$ cat src/rtl/sa_pkg.sv
// Shared types and defaults for the systolic-array job arbiter.
package sa_pkg;

  localparam int SA_N_DEFAULT       = 4;
  localparam int SA_TIMEOUT_DEFAULT = 64;

  typedef logic signed [7:0] sa_int8_t;

  typedef enum logic [1:0] {
    SA_IDLE   = 2'd0,
    SA_LAUNCH = 2'd1,
    SA_BUSY   = 2'd2,
    SA_RESP   = 2'd3
  } sa_state_e;

endpackage

$ cat src/rtl/sa_rr_arb2.sv
// Two-way round-robin grant; an all-zero last-grant pointer favours requester 0.
module sa_rr_arb2 (
  input  logic [1:0] i_req,
  input  logic [1:0] i_lastGrant,
  output logic [1:0] o_grant
);

  always_comb begin
    o_grant = 2'b00;
    case (i_req)
      2'b01:   o_grant = 2'b01;
      2'b10:   o_grant = 2'b10;
      2'b11: begin
        if (i_lastGrant[0])      o_grant = 2'b10;
        else if (i_lastGrant[1]) o_grant = 2'b01;
        else                     o_grant = 2'b01;
      end
      default: o_grant = 2'b00;
    endcase
  end

endmodule

$ cat src/rtl/sa_job_arbiter.sv
// Shares one systolic array between two requesters, one job in flight at a time.
// Build option: define SA_ARB_TIMEOUT_EN to abort BUSY jobs after TIMEOUT_CYCLES.
//
//   state     | meaning
//   SA_IDLE   | waiting for a request; grant offered combinationally
//   SA_LAUNCH | one-cycle start pulse to the array
//   SA_BUSY   | waiting for the array result (or timeout)
//   SA_RESP   | result held for the granted requester until accepted
module sa_job_arbiter
  import sa_pkg::*;
#(
  parameter int N              = SA_N_DEFAULT,
  parameter int TIMEOUT_CYCLES = SA_TIMEOUT_DEFAULT
) (
  input  logic                                 i_clk,
  input  logic                                 i_arst,
  input  logic [1:0]                           i_reqValid,
  output logic [1:0]                           o_reqReady,
  input  logic signed [1:0][N-1:0][N-1:0][7:0] i_reqA,
  input  logic signed [1:0][N-1:0][N-1:0][7:0] i_reqB,
  output logic [1:0]                           o_rspValid,
  input  logic [1:0]                           i_rspReady,
  output logic signed [N-1:0][N-1:0][7:0]      o_rspC,
  output logic                                 o_rspErr,
  output logic signed [N-1:0][N-1:0][7:0]      o_saA,
  output logic signed [N-1:0][N-1:0][7:0]      o_saB,
  output logic                                 o_saValidInput,
  input  logic signed [N-1:0][N-1:0][7:0]      i_saC,
  input  logic                                 i_saValidResult
);

  typedef logic signed [N-1:0][N-1:0][7:0] mat_t;

  sa_state_e  state_q, state_d;
  logic [1:0] grant_q, grant_d;
  logic [1:0] last_q,  last_d;
  mat_t       a_q, a_d;
  mat_t       b_q, b_d;
  mat_t       c_q, c_d;
  logic [1:0] arb_grant;
  logic       timeout;

  sa_rr_arb2 u_rr (
    .i_req       (i_reqValid),
    .i_lastGrant (last_q),
    .o_grant     (arb_grant)
  );

  always_comb begin
    state_d = state_q;
    grant_d = grant_q;
    last_d  = last_q;
    a_d     = a_q;
    b_d     = b_q;
    c_d     = c_q;
    case (state_q)
      SA_IDLE: begin
        if (arb_grant != 2'b00) begin
          grant_d = arb_grant;
          last_d  = arb_grant;
          a_d     = i_reqA[arb_grant[1]];
          b_d     = i_reqB[arb_grant[1]];
          state_d = SA_LAUNCH;
        end
      end
      SA_LAUNCH: state_d = SA_BUSY;
      SA_BUSY: begin
        // A result arriving on the timeout cycle takes precedence.
        if (i_saValidResult) begin
          c_d     = i_saC;
          state_d = SA_RESP;
        end else if (timeout) begin
          c_d     = '0;
          state_d = SA_RESP;
        end
      end
      SA_RESP: begin
        if ((i_rspReady & grant_q) != 2'b00) state_d = SA_IDLE;
      end
      default: state_d = SA_IDLE;
    endcase
  end

  always_ff @(posedge i_clk) begin
    if (i_arst) begin
      state_q <= SA_IDLE;
      grant_q <= 2'b00;
      last_q  <= 2'b00;
      a_q     <= '0;
      b_q     <= '0;
      c_q     <= '0;
    end else begin
      state_q <= state_d;
      grant_q <= grant_d;
      last_q  <= last_d;
      a_q     <= a_d;
      b_q     <= b_d;
      c_q     <= c_d;
    end
  end

`ifdef SA_ARB_TIMEOUT_EN
  localparam int CW = (TIMEOUT_CYCLES > 1) ? $clog2(TIMEOUT_CYCLES) : 1;

  logic [CW-1:0] cnt_q;
  logic          err_q;

  assign timeout = (state_q == SA_BUSY) && (cnt_q == CW'(TIMEOUT_CYCLES - 1));

  always_ff @(posedge i_clk) begin
    if (i_arst || state_q != SA_BUSY) cnt_q <= '0;
    else                              cnt_q <= cnt_q + CW'(1);
  end

  always_ff @(posedge i_clk) begin
    if (i_arst) begin
      err_q <= 1'b0;
    end else if (state_q == SA_BUSY) begin
      if (i_saValidResult) err_q <= 1'b0;
      else if (timeout)    err_q <= 1'b1;
    end
  end

  assign o_rspErr = err_q;
`else
  logic unused_timeout_param;

  assign unused_timeout_param = ^TIMEOUT_CYCLES;
  assign timeout              = 1'b0;
  assign o_rspErr             = 1'b0;
`endif

  assign o_reqReady     = (state_q == SA_IDLE && !i_arst) ? arb_grant : 2'b00;
  assign o_rspValid     = (state_q == SA_RESP) ? grant_q : 2'b00;
  assign o_saValidInput = (state_q == SA_LAUNCH);
  assign o_saA          = a_q;
  assign o_saB          = b_q;
  assign o_rspC         = c_q;

endmodule
$ cat config.mk
export PLATFORM = sky130hd
export DESIGN_NAME = sa_job_arbiter
export DESIGN_NICKNAME = d
export VERILOG_FILES = /design/src/rtl/sa_pkg.sv /design/src/rtl/sa_rr_arb2.sv /design/src/rtl/sa_job_arbiter.sv
export SDC_FILE = /design/constraint.sdc
export NUM_CORES = 1
export LEC_CHECK = 0
export ABC_AREA = 1
export BUFFER_PORTS_ARGS = -buffer_cell sky130_fd_sc_hd__buf_2
export CAP_MARGIN = 0
export CORE_AREA = 2 2 405 407
export DETAILED_ROUTE_END_ITERATION = 6
export DIE_AREA = 0 0 407 409
export SETUP_SLACK_MARGIN = 0.5
export SYNTH_ARGS = -nofsm -noshare
export SYNTH_HDL_FRONTEND = slang
export SYNTH_SLANG_ARGS = --single-unit
$ cat constraint.sdc
create_clock -name i_clk -period 2.6 [get_ports i_clk]
set_clock_uncertainty 0.2 [all_clocks]
set_input_delay 0.39 -clock i_clk [delete_from_list [all_inputs] [get_ports i_clk]]
set_output_delay 0.39 -clock i_clk [all_outputs]
set_load 0.05 [all_outputs]
==> results.json <==
{
  "status": "finished, violations left",
  "violations": "DRC",
  "antenna_found_initial": 47,
  "die_x_um": 407,
  "start_kind": "flip-flop",
  "cts-root-buf": "clkbuf_16",
  "switching_share_pct": 52.04,
  "fmax_mhz": 419.2,
  "required_ns": 2.01,
  "rows": 148,
  "min_path_cells": 5,
  "clock_latency_ns": 0.68,
  "r2r-end": "o_saA[13]$_SDFFE_PP0P_",
  "crit_path_end_kind": "output port",
  "ys_warn_count": 0,
  "route.detailed.drc": 7,
  "r2r_slack_ns": 0.28,
  "vias": 24801,
  "cts_sinks": 388,
  "combPwrFrac_pct": 54.9,
  "dr.first_iter.drc_count": 2302,
  "grt_max_degree": 125,
  "fillerInstances": 17811,
  "arrival_ns": 1.80,
  "hold_end": "o_saA[20]$_SDFFE_PP0P_",
  "power_leakage_nw": 17.65,
  "grt.total_usage_pct": 15.32,
  "worst_slew_pin_slew_ns": 0.9288,
  "final_layout_size_suffix_gt1_share_pct": 27.13,
  "port_buffers": 1035,
  "cts_max_path_buffers": 3,
  "setup_viol": 0,
  "synth_nets": 3452,
  "totalWireLength_mm": 138.0,
  "synth-seq-cells": 388,
  "rsz0062_at_grt": "yes",
  "netSwitchingPower_mw": 19.29,
  "ir_worst_vdd_mv": 0.5781,
  "syn2layout_area_growth_pct": 94.42,
  "min_path_type": "primary input to flip-flop",
  "pwr-share-clk_pct": 21.4,
  "finalHoldViolCount": 0,
  "cp_max_fo": 3,
  "synthDistinctLibCells": 17,
  "ys_seq_area_share_pct": 44.16,
  "grt_pass1_wl_mm": 179.5,
  "worstHoldStart": "i_reqA[20]",
  "start_util_pct": 10.86,
  "pwr-share-seq_pct": 23.7,
  "dieArea_um2": 166500,
  "pin_count": 1037,
  "layout.nets": 5066,
  "cts_buffers": 52,
  "finalMaxSlewViolations": 0,
  "detail-route-antenna-nets": 0,
  "slew_headroom_pct": 37.87,
  "p_per_area_nw_per_um2": 1084,
  "pre_cts_slack_ns": 0.3104,
  "r2r_start": "last_q[0]$_SDFFE_PP0P_",
  "finalCritPeriodShare_pct": 91.74,
  "cell_internal_pwr_mw": 17.78,
  "max-cap-violations": 0,
  "path_class": "flip-flop to output port",
  "fin_ws_ns": 0.2147,
  "syn_avg_cell_area_um2": 6.282,
  "fp.dieH_um": 409,
  "cts_tree": "done",
  "setup_tns_ns": 0,
  "gr-total-overflow": 0,
  "viasPerCell": 3.725,
  "finalCriticalPeriod_ns": 2.385,
  "first_global_vias": 23447,
  "clkTransAtPathRegs_ns": 0.06,
  "syn_inst": 2800,
  "drt_pass1_iterations": 7,
  "netlist_area_um2": 17590,
  "htreeDepth": 2,
  "coreArea_um2": 162000,
  "r2r_cells": 9,
  "dp_hpwl_mm": 103.9,
  "wl_per_cell_um": 20.73,
  "place_congestion": 0.9870
}
## power groups by stage
stage                     Clock, mW  Sequential, mW  Combinational (mW)
after floorplan                   0            14.8                6.13
after global placement            0            8.79                18.7
after detailed placement          0            8.87                18.8
after CTS                      8.25            8.77                20.2
after global routing           8.46            8.99                21.7
final                          7.94            8.78                20.3
## metrics by stage
step / total power [mW] / cell area, µm² / instances / utilization, % / hold WS, ns
final: 37.07 / 34200 / 6658 / 21.11 / 0.1022
after global routing: 39.10 / 34180 / 6650 / 21.09 / 0.07648
after CTS: 37.19 / 33920 / 6622 / 20.93 / 0.01075
after detailed placement: 27.68 / 25210 / 5872 / 15.56 / 0.2657
after global placement: 27.51 / 25210 / 5872 / 15.56 / 0.2572
after floorplan: 20.91 / 17590 / 2800 / - / 0.2546
## how the worst max path moves through the flow
stage                       startpoint                endpoint  slack [ns]  cells past startpoint
2_1_floorplan            i_reqValid[1]           o_reqReady[1]        0.61                      6
5_1_grt         last_q[0]$_SDFFE_PP0P_  o_saA[60]$_SDFFE_PP0P_        0.15                      9
6_report       state_q[0]$_SDFFE_PP0P_           o_reqReady[1]        0.21                      6
3_5_place_dp   state_q[0]$_SDFFE_PP0P_  o_saA[69]$_SDFFE_PP0P_        0.31                     11
4_1_cts        state_q[0]$_SDFFE_PP0P_           o_reqReady[1]        0.16                      6
3_3_place_gp   state_q[0]$_SDFFE_PP0P_  o_saA[29]$_SDFFE_PP0P_        0.31                     11
## sequential cells by signal, indices dropped and copies added, names as in the netlist
| name | count |
|---|---|
| o_rspC | 128 |
| o_saA | 128 |
| last_q | 2 |
| o_saB | 128 |
| state_q | 2 |
## what timing repair did
| action | in CTS | in global routing |
|---|---|---|
| pin swaps | 3 | 3 |
| endpoints found under the hold margin | 387 | 0 |
| setup endpoints to repair | 247 | 360 |
| resized for setup | 66 | 15 |
| hold buffers | 647 | 0 |
| buffers inserted | 5 | 2 |
| gates cloned | 2 | 7 |
## cell usage in the layout, fill, tap and decap left out, types with 2 or more instances in the layout
master	n
nand4_1	2
inv_2	3
inv_6	4
inv_12	2
nor2_4	2
ha_4	3
nor2_1	776
o21ai_0	125
dlygate4sd3_1	646
bufinv_16	9
clkinvlp_4	7
inv_1	261
clkbuf_8	4
clkinv_16	3
buf_8	2
buf_16	7
clkbuf_1	9
buf_2	1008
buf_6	7
ha_1	2
o21ai_1	4
nand2_2	3
clkinv_2	7
nand2_8	2
bufbuf_16	2
nand2_4	4
a21oi_1	2
clkbuf_16	56
nand2_1	779
diode_2	27
dfxtp_2	5
buf_4	48
buf_12	16
dfxtp_1	383
nand3_1	257
## cell usage after synthesis
library cell | count | area [µm²]
a21oi_1 | 2 | 10.01
buf_1 | 14 | 52.55
buf_2 | 88 | 440.4
buf_4 | 32 | 240.2
clkbuf_1 | 50 | 187.7
conb_1 | 1 | 3.750
dfxtp_1 | 388 | 7767
ha_1 | 5 | 62.56
inv_1 | 265 | 994.7
inv_2 | 3 | 11.26
nand2_1 | 784 | 2943
nand2_2 | 1 | 6.260
nand3_1 | 258 | 1291
nand4_1 | 2 | 12.51
nor2_1 | 778 | 2920
o21ai_0 | 125 | 625.6
o21ai_1 | 4 | 20.02
## final cells by class
cell class,instances,area [µm²],area share (%)
Tap cell,2175,2721,7.958
Antenna cell,27,67.56,0.1976
Timing Repair Buffer,1741,12670,37.04
Multi-Input combinational cell,1963,8039,23.51
Clock buffer,65,1390,4.065
Inverter,268,1060,3.099
Sequential cell,388,7774,22.73
Clock inverter,31,480.5,1.405
## logic make-up after synthesis
logic type	after synthesis	share of synthesized area (%)
AOI/OAI and AO/OA	131	3.727
DFF	388	44.16
other	1	0.02132
adders and majority gates	5	0.3557
and+or+nand+nor	1823	40.78
buffers and inverters	452	10.95
## layer usage
| metal | routed length, µm | global-route usage [%] | up-vias |
|---|---|---|---|
| li1 | - | - | 11705 |
| met2 | 63680 | 25.55 | 1408 |
| met5 | 210 | 0 | - |
| met3 | 11870 | 4.476 | 376 |
| met4 | 7353 | 6.928 | 32 |
| met1 | 54910 | 18.00 | 11280 |
## worst max-delay path, cell delays in order, from the launching register on
cell     delay (ns)
dfxtp_2        0.34
inv_2          0.08
ha_4           0.14
buf_6          0.11
nand2_4        0.07
nor2_4         0.18
buf_12         0.18
No activity file was read; power rests on OpenSTA's default activity.
